[src/rtl/sipm_pkg.sv]
// Shared definitions for the SiPM event collector: default sizes, channel FSM states
// and the event record layout.
package sipm_pkg;

    localparam int TIMESTAMP_LEN = 40;
    localparam int NUM_CH        = 4;
    localparam int CNT_W         = 4;

    typedef enum logic [1:0] {
        ARMED    = 2'd0,
        CLEARING = 2'd1,
        SETTLE   = 2'd2
    } ch_state_t;

    typedef struct packed {
        logic [$clog2(NUM_CH)-1:0] channel;
        logic [1:0]                height;
        logic [TIMESTAMP_LEN-1:0]  timestamp;
    } event_t;

endpackage

[src/rtl/sipm_event_fifo.sv]
// Show-ahead event buffer: the head entry is visible whenever the buffer is non-empty.
module sipm_event_fifo #(
    parameter int DEPTH = 8,
    parameter int WIDTH = 8
) (
    input  logic                     clk,
    input  logic                     rst_n,
    input  logic                     flush,
    input  logic                     push,
    input  logic [WIDTH-1:0]         push_data,
    input  logic                     pop,
    output logic                     full,
    output logic                     valid,
    output logic [WIDTH-1:0]         data,
    output logic [$clog2(DEPTH):0]   count
);
    localparam int AW = (DEPTH > 1) ? $clog2(DEPTH) : 1;
    localparam int CW = $clog2(DEPTH) + 1;
    localparam logic [CW-1:0] FULL_CNT = CW'(DEPTH);

    logic [WIDTH-1:0] mem [2**AW];
    logic [AW-1:0]    wr_ptr;
    logic [AW-1:0]    rd_ptr;
    logic             do_push;
    logic             do_pop;

    assign full    = (count == FULL_CNT);
    assign valid   = (count != '0);
    assign do_push = push && !full && !flush;
    assign do_pop  = pop && valid && !flush;
    // Empty buffer presents zeros so the data outputs follow reset without resetting the array.
    assign data    = valid ? mem[rd_ptr] : '0;

    always_ff @(posedge clk or negedge rst_n) begin
        if (!rst_n) begin
            wr_ptr <= '0;
            rd_ptr <= '0;
            count  <= '0;
        end else if (flush) begin
            wr_ptr <= '0;
            rd_ptr <= '0;
            count  <= '0;
        end else begin
            if (do_push) wr_ptr <= wr_ptr + 1'b1;
            if (do_pop)  rd_ptr <= rd_ptr + 1'b1;
            count <= count + CW'(do_push) - CW'(do_pop);
        end
    end

    always_ff @(posedge clk) begin
        if (do_push) mem[wr_ptr] <= push_data;
    end

endmodule

[src/rtl/sipm_event_collector.sv]
// Collects hits from several SiPM readers: round-robin grant into an event FIFO,
// then a timed clear pulse and settle period per granted channel.
module sipm_event_collector #(
    parameter int TIMESTAMP_LEN = sipm_pkg::TIMESTAMP_LEN,
    parameter int NUM_CH        = sipm_pkg::NUM_CH,
    parameter int FIFO_DEPTH    = 8,
    parameter int CLEAR_CYCLES  = 2
) (
    input  logic                            clk,
    input  logic                            rst_n,
    input  logic [2*NUM_CH-1:0]             sipm_height,
    input  logic [TIMESTAMP_LEN*NUM_CH-1:0] sipm_timestamp,
    input  logic                            sw_clear,
    output logic [NUM_CH-1:0]               clear_latches,
    output logic                            event_valid,
    input  logic                            event_ready,
    output logic [$clog2(NUM_CH)-1:0]       event_channel,
    output logic [1:0]                      event_height,
    output logic [TIMESTAMP_LEN-1:0]        event_timestamp,
    output logic [$clog2(FIFO_DEPTH):0]     fifo_count
);
    import sipm_pkg::*;

    localparam int CH_W  = $clog2(NUM_CH);
    localparam int REC_W = CH_W + 2 + TIMESTAMP_LEN;
    localparam logic [CNT_W-1:0] CLR_LOAD = CNT_W'(CLEAR_CYCLES - 1);

    logic [NUM_CH-1:0]        cand;
    logic [CH_W-1:0]          last_q;
    logic [CH_W-1:0]          grant_idx;
    logic [CH_W:0]            idx;
    logic                     grant;
    logic                     fifo_full;
    logic [1:0]               sel_height;
    logic [TIMESTAMP_LEN-1:0] sel_ts;
    logic [REC_W-1:0]         pop_rec;

    for (genvar g = 0; g < NUM_CH; g++) begin : g_ch
        ch_state_t        state_q, state_d;
        logic [CNT_W-1:0] cnt_q, cnt_d;
        logic             clear_q;

        assign cand[g]          = (state_q == ARMED) && (sipm_height[2*g +: 2] != 2'b00);
        assign clear_latches[g] = clear_q;

        always_comb begin
            state_d = state_q;
            cnt_d   = cnt_q;
            if (sw_clear) begin
                state_d = CLEARING;
                cnt_d   = CLR_LOAD;
            end else begin
                case (state_q)
                    ARMED: begin
                        if (grant && grant_idx == CH_W'(g)) begin
                            state_d = CLEARING;
                            cnt_d   = CLR_LOAD;
                        end
                    end
                    CLEARING: begin
                        if (cnt_q == '0) state_d = SETTLE;
                        else             cnt_d   = cnt_q - 1'b1;
                    end
                    SETTLE:  state_d = ARMED;
                    default: state_d = ARMED;
                endcase
            end
        end

        // Clear is registered from the next state so it rises on the grant edge itself.
        always_ff @(posedge clk or negedge rst_n) begin
            if (!rst_n) begin
                state_q <= CLEARING;
                cnt_q   <= CLR_LOAD;
                clear_q <= 1'b1;
            end else begin
                state_q <= state_d;
                cnt_q   <= cnt_d;
                clear_q <= (state_d == CLEARING);
            end
        end
    end

    // Scan downwards so the channel nearest after the last grant is the one that sticks.
    always_comb begin
        grant     = 1'b0;
        grant_idx = '0;
        idx       = '0;
        for (int k = NUM_CH; k >= 1; k--) begin
            idx = {1'b0, last_q} + (CH_W+1)'(k);
            if (idx >= (CH_W+1)'(NUM_CH)) idx = idx - (CH_W+1)'(NUM_CH);
            if (cand[idx[CH_W-1:0]]) begin
                grant     = 1'b1;
                grant_idx = idx[CH_W-1:0];
            end
        end
        if (fifo_full || sw_clear) grant = 1'b0;
    end

    always_comb begin
        sel_height = 2'b00;
        sel_ts     = '0;
        for (int i = 0; i < NUM_CH; i++) begin
            if (grant_idx == CH_W'(i)) begin
                sel_height = sipm_height[2*i +: 2];
                sel_ts     = sipm_timestamp[TIMESTAMP_LEN*i +: TIMESTAMP_LEN];
            end
        end
    end

    always_ff @(posedge clk or negedge rst_n) begin
        if (!rst_n)     last_q <= CH_W'(NUM_CH - 1);
        else if (grant) last_q <= grant_idx;
    end

    sipm_event_fifo #(
        .DEPTH (FIFO_DEPTH),
        .WIDTH (REC_W)
    ) u_fifo (
        .clk       (clk),
        .rst_n     (rst_n),
        .flush     (sw_clear),
        .push      (grant),
        .push_data ({grant_idx, sel_height, sel_ts}),
        .pop       (event_ready),
        .full      (fifo_full),
        .valid     (event_valid),
        .data      (pop_rec),
        .count     (fifo_count)
    );

    assign event_channel   = pop_rec[REC_W-1 -: CH_W];
    assign event_height    = pop_rec[TIMESTAMP_LEN +: 2];
    assign event_timestamp = pop_rec[TIMESTAMP_LEN-1:0];

endmodule

[config.mk]
export PLATFORM = sky130hd
export DESIGN_NAME = sipm_event_collector
export DESIGN_NICKNAME = d
export VERILOG_FILES = /design/src/rtl/sipm_pkg.sv /design/src/rtl/sipm_event_fifo.sv /design/src/rtl/sipm_event_collector.sv
export SDC_FILE = /design/constraint.sdc
export NUM_CORES = 1
export LEC_CHECK = 0
export CORE_MARGIN = 2
export CORE_UTILIZATION = 25
export CTS_BUF_LIST = sky130_fd_sc_hd__clkbuf_4 sky130_fd_sc_hd__clkbuf_8
export DETAILED_ROUTE_END_ITERATION = 10
export PLACE_DENSITY_LB_ADDON = 0.1
export SKIP_LAST_GASP = 1
export SYNTH_ARGS = -nofsm -noshare
export SYNTH_HDL_FRONTEND = slang
export SYNTH_HIERARCHICAL = 1
export SYNTH_SLANG_ARGS = --single-unit
[constraint.sdc]
create_clock -name clk -period 6.9 [get_ports clk]
set_input_delay 2.07 -clock clk [delete_from_list [all_inputs] [get_ports clk]]
set_output_delay 2.07 -clock clk [all_outputs]
set_load 0.01 [all_outputs]
# Word-level counts from Yosys, hierarchy flattened
# Memory sizes are Yosys's and may differ from the RTL's.
# Cells that the tools add are included.
# word_totals
reg_bits	40
ramBits	352
input_bits	172
out_inout_bits	53
word_cells	169
memories	1
# memory_table
name	words	word_bits	read_ports	rd_clocked_by_memory_dff	write_ports	line_no	source
u_fifo.mem	8	44	1	0	1	sipm_event_fifo.sv:21	logic [WIDTH-1:0] mem [2**AW];
# op_classes
n_addsub	16
magnitude_cmp	8
n_eq_ne	20
muxes	69
reduce_logical	39
# op_table
cell	count
$mux 40	4
$mux 4	13
$mux 2	24
$mux 44	1
$pmux 4 s2	4
$eq 2x1->1 const B	9
$logic_not 4->1	4
$pmux 2 s2	4
$sub 4x1->4 const B	4
$ge 3x3->1 const B	4
$logic_and 1x1->1	12
$lt 2x3->1 const B	4
$mux 3	4
$ne 3x2->1 const B	4
$ne 3x3->1 const B	4
$reduce_and 3->1	4
$reduce_bool 2->1	6
$reduce_bool 3->1	4
$mux 1	11
$logic_not 2->1	5
$bmux 1 s2	4
$sub 2x1->2 const B	4
$add 2x2->3 const B	2
$add 3x1->3 const B	2
other kinds (9)	11

# Depth between registers and ports, before layout
# Gate-level depths: netlist of the first run.
# depth
ltp_word	15
mapped_depth	15
depth_no_buf	14

# Cells and area by module
# The synthesis of the first run kept the hierarchy.
# modules_own_cells
mod	instances	cells_each	area_per_inst_um2	seq_area_each_um2
sipm_event_fifo	1	590	13843.3	10820.4
sipm_event_collector	1	444	2974.1	768.2

# Least setup slack after synthesis of the first run
# No wires, ideal clock.
# synth_timing
path_type	input-to-reg
from	input port sipm_height[1]
to	memory u_fifo/mem[0][0] in the netlist's numbering, enable pin
setup_ps	555
t_arrival_ps	7575
slack_ps	-1230
path_stages	8
n_path_buf	1
path_cell_list	nor2_2 or2_2 a311o_1 inv_1 inv_1 or3_1 clkbuf_2 nor4_1
# synth_via
elab_chain_cells	13
word_cells_on_any_way	19
# synth_rtl
item	line_no	source
start, declared	sipm_event_collector.sv:11	input logic [2*NUM_CH-1:0] sipm_height,
$reduce_bool 2->1 *	sipm_event_collector.sv:43	assign cand[g] = (state_q == ARMED) && (sipm_height[2*g +: 2] != 2'b00);
$logic_and 1x1->1 *	sipm_event_collector.sv:43	
$bmux 1 s2	sipm_event_collector.sv:92	if (cand[idx[CH_W-1:0]]) begin
$mux 1 (not written as such)	sipm_event_collector.sv:92	
$mux 1 (3 in a row)	sipm_event_collector.sv:92	
$mux 1 *	sipm_event_collector.sv:92	
$mux 1 *	sipm_event_collector.sv:97	if (fifo_full || sw_clear) grant = 1'b0;
net grant	sipm_event_collector.sv:32	logic grant;
$logic_and 1x1->1 * (2 in a row)	sipm_event_fifo.sv:29	assign do_push = push && !full && !flush;
$mux 1 *	sipm_event_fifo.sv:51	if (do_push) mem[wr_ptr] <= push_data;
$mux 1 (not written as such) *	sipm_event_fifo.sv:51	
end, declared	sipm_event_fifo.sv:21	
# The timed path passes the listed nets; every way through them passes the cells marked *. The select of a mux whose other input is x is not followed.

# Worst setup path after layout of the first run
# layout_timing
from	register u_fifo.rd_ptr[0]
to	output port event_timestamp[2]
# layout_via
elab_chain_cells	2
# layout_rtl
item	line_no	source
start, declared	sipm_event_fifo.sv:23	logic [AW-1:0] rd_ptr;
start signal, assigned	sipm_event_fifo.sv:45	if (do_pop) rd_ptr <= rd_ptr + 1'b1;
$mem_v2 8x44	--	
$mux 44	sipm_event_fifo.sv:32	assign data = valid ? mem[rd_ptr] : '0;
end, declared	sipm_event_collector.sv:19	output logic [TIMESTAMP_LEN-1:0] event_timestamp,
# No other way between the ends.

==> results of run 1 <==
[per-layer routing]
layer,wire length [microns],track usage,part of all wire
met1,20300,0.170,0.44
met5,0,0,0
met2,22900,0.224,0.50
met3,1780,0.0282,0.039
met4,1020,0.0388,0.022
[where the power goes]
group | leakage (uW) | internal (uW) | switching, uW | total [uW]
Combinational | 0.00285 | 1320 | 2070 | 3390
Sequential | 0.00366 | 3460 | 126 | 3580
Clock | 0.000756 | 1220 | 973 | 2190
[cell families after synthesis]
kind of cell,count (synthesis),synth area share
buffers and inverters,87,0.0286
adder cells (fa/ha/maj),17,0.0131
XOR/XNOR,10,0.00521
flip-flops,392,0.689
multiplexers,95,0.123
AO/OA/AOI/OAI,120,0.0540
AND/OR/NAND/NOR,313,0.0871
[worst max-delay path by stage]
stage | startpoint | to | slack, ns | depth (start not counted)
2_1_floorplan | sipm_height[1] | u_fifo/mem[2][0] | -0.04 | 8
3_3_place_gp | sipm_height[1] | u_fifo/count[3] | 1.51 | 13
3_5_place_dp | sipm_height[1] | u_fifo/count[3] | 1.51 | 13
4_1_cts | u_fifo/rd_ptr[0] | event_timestamp[2] | 1.17 | 4
5_1_grt | u_fifo/rd_ptr[0] | event_timestamp[2] | 1.08 | 4
6_report | u_fifo/rd_ptr[0] | event_timestamp[2] | 1.34 | 4
[state kept, by name (all words and copies together) (netlist names)]
register and flops:
g_ch.clear_q 4, g_ch.cnt_q 16, g_ch.state_q 8, u_fifo/wr_ptr 3
u_fifo/rd_ptr 3, u_fifo/count 4, last_q 2, u_fifo/mem 352
[through the flow]
step	worst slack, ns	hold WS (ns)	power (uW)
floorplan	-0.0420	0.470	5650
global placement	1.51	0.489	7140
detailed placement	1.51	0.510	7160
CTS	1.17	0.509	9410
global route	1.08	0.563	9780
finish	1.34	0.514	9170
[cells in the mapped netlist, types with 2 or more instances]
cell,count
buf_6,12
xnor2_1,5
nand3b_1,4
nor2_1,26
or2_2,4
buf_2,26
a31oi_1,42
clkbuf_1,18
a211o_1,2
nor4_1,4
inv_2,3
o32ai_1,2
nor2_2,3
xor2_1,5
nand3_1,4
mux2_4,2
o21ai_0,6
ha_1,16
or3_1,7
nand2_1,184
mux2_2,4
o221ai_1,2
a21oi_1,9
nor2b_1,5
and3_1,42
a2bb2oi_1,2
edfxtp_1,352
buf_4,8
inv_1,19
and2_1,2
nand4b_1,4
a21o_1,4
mux4_2,88
dfstp_2,14
nand2b_1,6
dfrtp_1,26
a22o_1,44
nor3_1,12
[layout make-up]
type | instances | area, sq um
clock buffer | 99 | 1210
multi-input combinational | 555 | 4820
inverter | 22 | 83.8
timing repair buffer | 246 | 2460
antenna | 3 | 7.51
clock inverter | 32 | 206
sequential | 392 | 11600
fill | 6573 | 45400
tap | 873 | 1090
[tightest hold or removal path, cell delays in order (launching register included)]
cell and delay [ns]:
dfstp_2 0.38, nand2_1 0.05, o21ai_0 0.07
==> results by group, run 1 <==
STA
  – Final setup violation count: 0
  – Rel. slew slack: 0.358
  – Final Critical Period: 5.56 ns
  – Max-slew violation count: 0
  – Worst-Margin Slew: 0.958 ns
  – Max Freq: 180 MHz
  – Setup Skew: 0.0285 ns
  – Final hold vios: 0
  – TNS Setup: 0 ns
  – Final worst-path cycle share: 0.806
  – RSZ-0062 raised after global routing: false

Routing
  – DRC: 0
  – Vias: 9,990
  – DRT iter0 DRCs: 501
  – Remaining antenna violation count: 0
  – Routed wire length: 45,900 microns
  – Initial DRT Pass Iterations: 4
  – Routed vias/inst: 4.50
  – Avg WL per Cell: 20.7 microns

Power and ir drop
  – Pwr dens: 427 nW/um^2
  – Peak VDD IR: 0.200 mV
  – Leak: 0.00727 uW

Setup path
  – Crit-path max cell delay: 0.90 ns
  – R2r endpoint: u_fifo/count[3]
  – Crit path max-delay cell type: dfrtp_4
  – CP required: 4.83 ns
  – R2r setup slk: 3.19 ns
  – Register-to-Register Path Depth: 14
  – CP startpoint kind: register
  – Worst path top cell family by delay: buffers and inverters
  – Critical path class: register to primary output
  – Setup crit end kind: primary output
  – CP Max Fanout: 58
  – Crit-path cells: buf_12 -> mux4_2 -> a22o_1 -> clkdlybuf4s50_1
  – CP bufs+invs: 2
  – Critical Path AT: 3.49 ns
  – Worst r2r src: u_fifo/count[2]

GRT
  – Gr ovfl total: 0
  – Global Route Usage Sum: 0.132
  – Vias in the first global route: 10.9k
  – Antenna violations before repair: 1
  – First-pass GRT wire length: 68,600 microns
  – Largest net degree at the start of global routing: 87

Cells and area
  – Commonest non-fill, non-tap cell in the layout: edfxtp_1
  – Final Cell Area: 21,500 sq um
  – Layout area overhead: 27.8%
  – Fin cells: 2,222
  – Share of cells above drive strength 1: 0.203
  – Fin util: 0.321
  – Layout Nets: 1,478
  – Most frequent cells in the layout: 352 x edfxtp_1, 223 x clkdlybuf4s50_1, 184 x nand2_1, 88 x mux4_2, 75 x clkbuf_8

Clock tree
  – Htree depth: 3
  – Clock Root Buffer: clkbuf_8
  – CTS tree: built
  – Clk sinks: 392
  – Number of buffers added for setup after CTS: 0
  – Clk_lat worst skew: 0.62 ns
  – Post-CTS Resized: 0
  – Clk pin slew, worst setup/hold paths: 0.06 ns
  – CTS Hold Bufs: 0
  – Cts bufs inserted: 72
  – Worst-case clock buffer depth: 3

Min path
  – Hold Startpoint: last_q[0]
  – Hold Crit Class: register to register
  – Worst Hold Path EP: last_q[0]
  – Hold Path Stages: 2

Synth
  – Top cells by area, synth: edfxtp_1 63%, mux4_2 12%, nand2_1 4.1%, dfrtp_1 3.9%, a22o_1 2.3%
  – Seq/Total Area, Yosys: 0.689
  – Number of synthesized flops with an enable pin: 352
  – Leading area contributor after synthesis: edfxtp_1
  – Synth Instances: 1,034
  – Seq cells post-synth: 392
  – Top-area cell type share of the netlist area: 0.629
  – Synth cell types: 54
  – Share of flip-flops with an asynchronous set or reset: 0.102
  – Syn Area/Cell: 16.3 sq um
  – Post-synth top flop: edfxtp_1
  – Synth Cell Area: 16,800 sq um
  – Yosys warnings: 6
  – Syn_nets: 1,223

Die
  – Boundary Pins: 225
  – Die Height: 263 microns
  – Die width: 263 microns
  – Core box area: 66,900 sq um
  – Die ar.: 69,400 sq um
  – Starting Density: 0.251
  – Rows: 95

Outcome
  – Outcome: finished, final reports clean

Place
  – Placer Congestion: 0.711
  – Detail Placement HPWL: 26,400 microns
  – Port Buffers: 224
  – Placed cell area: 20,100 sq um
  – Post-Place Cells: 2,088

Job
  – Max Cap Viol: 0
Power figures use the tool's default switching activity.
==> run 2: changes to the inputs <==
==> constraint.sdc (replaced) <==
create_clock -name clk -period 5.7 [get_ports clk]
set_input_delay 1.71 -clock clk [delete_from_list [all_inputs] [get_ports clk]]
set_output_delay 1.71 -clock clk [all_outputs]
set_load 0.01 [all_outputs]
==> results by group, run 2 (synthesized netlist as in run 1, its figures left out) <==
Setup path
  – R2r setup slk: 1.95 ns (-1.24 ns)
  – Crit-path max cell delay: 0.99 ns (+0.09 ns)
  – CP startpoint kind: register
  – Critical path class: register to primary output
  – CP Max Fanout: 38 (-34%)
  – Worst Setup SP: u_fifo/rd_ptr[0]
  – Crit-path cells: buf_4 -> mux4_2 -> a22o_1 -> clkdlybuf4s50_1
  – Crit path max-delay cell type: dfrtp_4
  – End of the critical path: event_timestamp[9]
  – R2r endpoint: u_fifo/count[3]
  – Critical Path AT: 3.32 ns (-0.17 ns)
  – Register-to-Register Path Depth: 14 (unchanged)
  – Worst r2r src: u_fifo/count[2]
  – Setup crit end kind: primary output
  – CP required: 3.99 ns (-0.84 ns)

Power and ir drop
  – Switching part of the total: 0.344 (-0.00157)
  – Internal power: 7250 uW (+21%)
  – Clock power frac: 0.233 (-0.006)
  – Peak VDD IR: 0.227 mV (+13%)
  – Pwr dens: 513 nW/um^2 (+20%)
  – Seq pwr share: 0.393 (+0.002)
  – Combinational share of power: 0.374 (+0.004)
  – Total net switching power: 3800 uW (+20%)
  – Leak: 0.00726 uW (about the same)

Cells and area
  – Fin util: 0.322 (+0.000766)
  – Layout Nets: 1,480 (+0.14%)
  – Commonest non-fill, non-tap cell in the layout: edfxtp_1
  – Most frequent cells in the layout: 352 x edfxtp_1, 223 x clkdlybuf4s50_1, 184 x nand2_1, 88 x mux4_2, 74 x clkbuf_8
  – Top reg by flops: u_fifo/mem
  – Layout area overhead: 28.1%
  – Largest regs: u_fifo/mem x352, g_ch.cnt_q x16, g_ch.state_q x8
  – Max reg flops: 352 (unchanged)
  – Share of cells above drive strength 1: 0.203 (+0.000605)

STA
  – Final Critical Period: 5.03 ns
  – TNS Setup: 0 ns (unchanged)
  – Worst-Margin Slew: 0.954 ns (-0.00479 ns)
  – Max Freq: 199 MHz
  – Setup Skew: 0.0377 ns (+0.00916 ns)
  – Final hold vios: 0 (unchanged)
  – Final worst-path cycle share: 0.883
  – Max-slew violation count: 0 (unchanged)
  – Rel. slew slack: 0.364 (+0.00618)
  – RSZ-0062 raised after global routing: false
  – Final setup violation count: 0 (unchanged)

Clock tree
  – Clk pin slew, worst setup/hold paths: 0.06 ns (about the same)
  – Worst-case clock buffer depth: 3 (unchanged)
  – Htree depth: 3 (unchanged)
  – CTS tree: built
  – CTS Hold Bufs: 0 (unchanged)
  – Clk_lat worst skew: 0.64 ns (+0.02 ns)
  – Cts bufs inserted: 71 (-1.4%)
  – Clk sinks: 392 (unchanged)
  – Number of buffers added for setup after CTS: 0 (unchanged)
  – Post-CTS Resized: 0 (unchanged)
  – Clock Root Buffer: clkbuf_8

Job
  – Max Cap Viol: 0 (unchanged)

Routing
  – Avg WL per Cell: 21.0 microns (+1.8%)
  – DRC: 0 (unchanged)
  – Remaining antenna violation count: 0 (unchanged)
  – Routed vias/inst: 4.49 (-0.13%)
  – Routed wire length: 46,600 microns (+1.5%)
  – Initial DRT Pass Iterations: 4 (unchanged)
  – Vias: 9,950 (-0.40%)
  – DRT iter0 DRCs: 413 (-18%)

Min path
  – Hold Crit Class: register to register

Die
  – Boundary Pins: 225 (unchanged)
  – Core box area: 66,900 sq um (unchanged)
  – Die Height: 263 microns (unchanged)
  – Rows: 95 (unchanged)
  – Die width: 263 microns (unchanged)
  – Starting Density: 0.251 (unchanged)
  – Die ar.: 69,400 sq um (unchanged)

Outcome
  – Outcome: finished, final reports clean

Place
  – Placer Congestion: 0.720 (+1.3%)
  – Detail Placement HPWL: 26,800 microns (+1.4%)
  – Port Buffers: 224 (unchanged)

GRT
  – Antenna violations before repair: 0 (-1)
  – Vias in the first global route: 10.8k (-1.1%)
  – Gr ovfl total: 0 (unchanged)
  – First-pass GRT wire length: 68,900 microns (+0.46%)
  – Largest net degree at the start of global routing: 54 (-38%)
  – Global Route Usage Sum: 0.134 (+0.00157)
run 2: cell count changes in the layout (fill, tap and decap cells not counted), moves of 2 or more:
cell	change
buf_12	+7
buf_4	-4
clkbuf_4	+4
clkinv_1	-4
clkinv_2	-4
diode_2	-2
run 2: layout make-up:
| type | instances | area [sq um] |
|---|---|---|
| clock inverter | 22 | 129 |
| clock buffer | 102 | 1230 |
| tap | 873 | 1090 |
| timing repair buffer | 249 | 2570 |
| multi-input combinational | 555 | 4830 |
| sequential | 392 | 11600 |
| antenna | 1 | 2.50 |
| inverter | 22 | 83.8 |
| fill | 6524 | 45400 |
run 2: worst max-delay path: cells and delay by family, from the launching register on:
family | cells | cell delay [ns]
buffers and inverters | 2 | 0.88
AO/OA/AOI/OAI | 1 | 0.27
multiplexers | 1 | 0.52
flip-flops | 1 | 0.99
run 2: how the worst min path moves through the flow:
stage          startpoint   endpoint  slack (ns)  cells past startpoint
6_report        last_q[0]  last_q[0]        0.51                      2
5_1_grt         last_q[0]  last_q[0]        0.55                      2
4_1_cts         last_q[0]  last_q[0]        0.50                      2
3_5_place_dp    last_q[0]  last_q[0]        0.50                      2
3_3_place_gp    last_q[0]  last_q[0]        0.50                      2
2_1_floorplan   last_q[0]  last_q[0]        0.47                      2
run 2: power by group through the flow:
stage          registers [uW]  logic (uW)  clock network (uW)
6_report                 4350        4140                2570
4_1_cts                  4360        4310                2690
2_1_floorplan            4300        2540                   0
3_5_place_dp             4410        4290                   0
5_1_grt                  4390        4590                2810
3_3_place_gp             4410        4270                   0
run 2: through the flow:
stage / power, uW / instance area (sq um) / instances / hold slack [ns] / setup slack [ns]
after floorplan: 6840 / 16800 / 1034 / 0.470 / -0.882
after global placement: 8680 / 20200 / 2091 / 0.497 / 0.681
after detailed placement: 8700 / 20200 / 2091 / 0.503 / 0.634
after CTS: 11400 / 21500 / 2215 / 0.502 / 0.469
after global routing: 11800 / 21500 / 2215 / 0.551 / 0.414
final: 11100 / 21500 / 2216 / 0.506 / 0.668
run 2: routing by layer:
layer / vias up / share of wire / track usage
met2: 189 / 0.50 / 0.232
li1: 4549 / - / -
met4: 0 / 0.020 / 0.0389
met5: - / 0 / 0
met1: 5140 / 0.44 / 0.168
met3: 72 / 0.035 / 0.0284
==> run 3: changes to the inputs <==
==> constraint.sdc (replaced) <==
create_clock -name clk -period 5.9 [get_ports clk]
set_input_delay 1.77 -clock clk [delete_from_list [all_inputs] [get_ports clk]]
set_output_delay 1.77 -clock clk [all_outputs]
set_load 0.01 [all_outputs]
==> results by group, run 3 (synthesized netlist as in run 1, its figures left out) <==
Setup path
  – Register-to-Register Path Depth: 14 (unchanged)
  – Crit-path max cell delay: 0.95 ns (-0.04 ns)
  – Worst r2r src: u_fifo/count[2]
  – R2r endpoint: u_fifo/count[3]
  – CP startpoint kind: register
  – Critical Path AT: 3.34 ns (+0.02 ns)
  – Crit-path cells: buf_4 -> mux4_2 -> a22o_1 -> clkdlybuf4s50_1
  – R2r setup slk: 2.16 ns (+0.21 ns)
  – CP required: 4.13 ns (+0.14 ns)
  – Critical path class: register to primary output
  – Crit path max-delay cell type: dfrtp_4
  – Setup crit end kind: primary output
  – CP Max Fanout: 39 (+2.6%)

GRT
  – Largest net degree at the start of global routing: 62 (+15%)
  – First-pass GRT wire length: 69,800 microns (+1.4%)
  – Antenna violations before repair: 1 (+1)
  – Gr ovfl total: 0 (unchanged)
  – Vias in the first global route: 11.0k (+2.0%)
  – Global Route Usage Sum: 0.135 (+0.000935)

Clock tree
  – Clk pin slew, worst setup/hold paths: 0.06 ns (about the same)
  – Clk_lat worst skew: 0.63 ns (about the same)
  – Clock Root Buffer: clkbuf_8
  – Number of buffers added for setup after CTS: 0 (unchanged)
  – Post-CTS Resized: 0 (unchanged)
  – Worst-case clock buffer depth: 3 (unchanged)
  – Cts bufs inserted: 70 (-1.4%)
  – Htree depth: 3 (unchanged)
  – CTS tree: built
  – CTS Hold Bufs: 0 (unchanged)
  – Clk sinks: 392 (unchanged)

STA
  – Final Critical Period: 5.11 ns
  – Worst-Margin Slew: 0.966 ns (+0.0121 ns)
  – Setup Skew: 0.0230 ns (-0.0147 ns)
  – RSZ-0062 raised after global routing: false
  – Final setup violation count: 0 (unchanged)
  – Rel. slew slack: 0.356 (-0.00806)
  – Final hold vios: 0 (unchanged)
  – Max-slew violation count: 0 (unchanged)
  – Final worst-path cycle share: 0.867
  – TNS Setup: 0 ns (unchanged)
  – Final setup margin: 0.786 ns (+0.118 ns)
  – Max Freq: 196 MHz

Min path
  – Worst Hold Path EP: last_q[0]
  – Hold Path Stages: 2 (unchanged)
  – Hold Crit Class: register to register
  – Hold Startpoint: last_q[0]

Routing
  – Routed wire length: 46,400 microns (-0.54%)
  – Initial DRT Pass Iterations: 4 (unchanged)
  – Vias: 9,960 (+0.10%)
  – Routed vias/inst: 4.50 (+0.33%)
  – DRT iter0 DRCs: 487 (+18%)
  – Remaining antenna violation count: 0 (unchanged)
  – DRC: 0 (unchanged)
  – Avg WL per Cell: 21.0 microns (-0.31%)

Power and ir drop
  – Leak: 0.00725 uW (-0.24%)
  – Peak VDD IR: 0.210 mV (-7.3%)
  – Pwr dens: 495 nW/um^2 (-3.5%)

Cells and area
  – Final Cell Area: 21,500 sq um (-0.13%)
  – Largest regs: u_fifo/mem x352, g_ch.cnt_q x16, g_ch.state_q x8
  – Layout Nets: 1,475 (-0.34%)
  – Commonest non-fill, non-tap cell in the layout: edfxtp_1
  – Share of cells above drive strength 1: 0.202 (-0.00148)
  – Most frequent cells in the layout: 352 x edfxtp_1, 223 x clkdlybuf4s50_1, 184 x nand2_1, 88 x mux4_2, 74 x clkbuf_8
  – Max reg flops: 352 (unchanged)
  – Top reg by flops: u_fifo/mem
  – Fin cells: 2,211 (-0.23%)
  – Layout area overhead: 27.9%

Place
  – Post-Place Cells: 2,087 (-0.19%)
  – Port Buffers: 224 (unchanged)
  – Placed cell area: 20,100 sq um (-0.21%)
  – Placer Congestion: 0.735 (+2.2%)
  – Setup WS pre-CTS: 0.789 ns (+0.155 ns)
  – Detail Placement HPWL: 26,400 microns (-1.5%)

Die
  – Core box area: 66,900 sq um (unchanged)
  – Boundary Pins: 225 (unchanged)
  – Starting Density: 0.251 (unchanged)
  – Die ar.: 69,400 sq um (unchanged)
  – Rows: 95 (unchanged)
  – Die Height: 263 microns (unchanged)
  – Die width: 263 microns (unchanged)

Outcome
  – Outcome: finished, final reports clean

Job
  – Max Cap Viol: 0 (unchanged)
[run 3: cell type report]
cell class                 instances  area [sq um]
fill                            6519         45400
sequential                       392         11600
multi-input combinational        555          4830
timing repair buffer             245          2530
clock buffer                      94          1170
tap                              873          1090
clock inverter                    29           204
inverter                          22          83.8
antenna                            1          2.50
[run 3: worst max path at each step]
stage	from	end	slack, ns	depth (start not counted)
finish	u_fifo/rd_ptr[0]	event_timestamp[17]	0.79	4
global route	u_fifo/rd_ptr[0]	event_timestamp[17]	0.54	4
detailed placement	sipm_height[0]	u_fifo/count[3]	0.79	13
global placement	sipm_height[1]	u_fifo/count[3]	0.81	13
CTS	u_fifo/rd_ptr[0]	event_timestamp[17]	0.59	4
floorplan	sipm_height[1]	u_fifo/mem[2][0]	-0.74	8
[run 3: report_power, final]
part / total, uW / internal (uW) / switching (uW)
clock: 2510 / 1380 / 1130
sequential: 4210 / 4040 / 174
combinational: 3930 / 1550 / 2380
[run 3: per-layer routing]
layer / routed length [microns] / GRT usage / vias up
li1: - / - / 4546
met1: 20700 / 0.176 / 5153
met2: 22600 / 0.224 / 195
met3: 2240 / 0.0321 / 64
met4: 841 / 0.0381 / 2
met5: 13 / 0 / -
[run 3: metrics by stage]
| stage | power [uW] | hold WS (ns) | util |
|---|---|---|---|
| final | 10700 | 0.510 | 0.321 |
| after global routing | 11400 | 0.547 | 0.321 |
| after global placement | 8360 | 0.499 | 0.301 |
| after floorplan | 6610 | 0.470 | - |
| after detailed placement | 8370 | 0.493 | 0.301 |
| after CTS | 11000 | 0.514 | 0.321 |
[run 3: worst max-delay path: cells and delay by family (launching register included)]
family	cells	cell delay, ns
compound gates	1	0.28
buf+inv	2	0.91
flops	1	0.95
mux	1	0.55
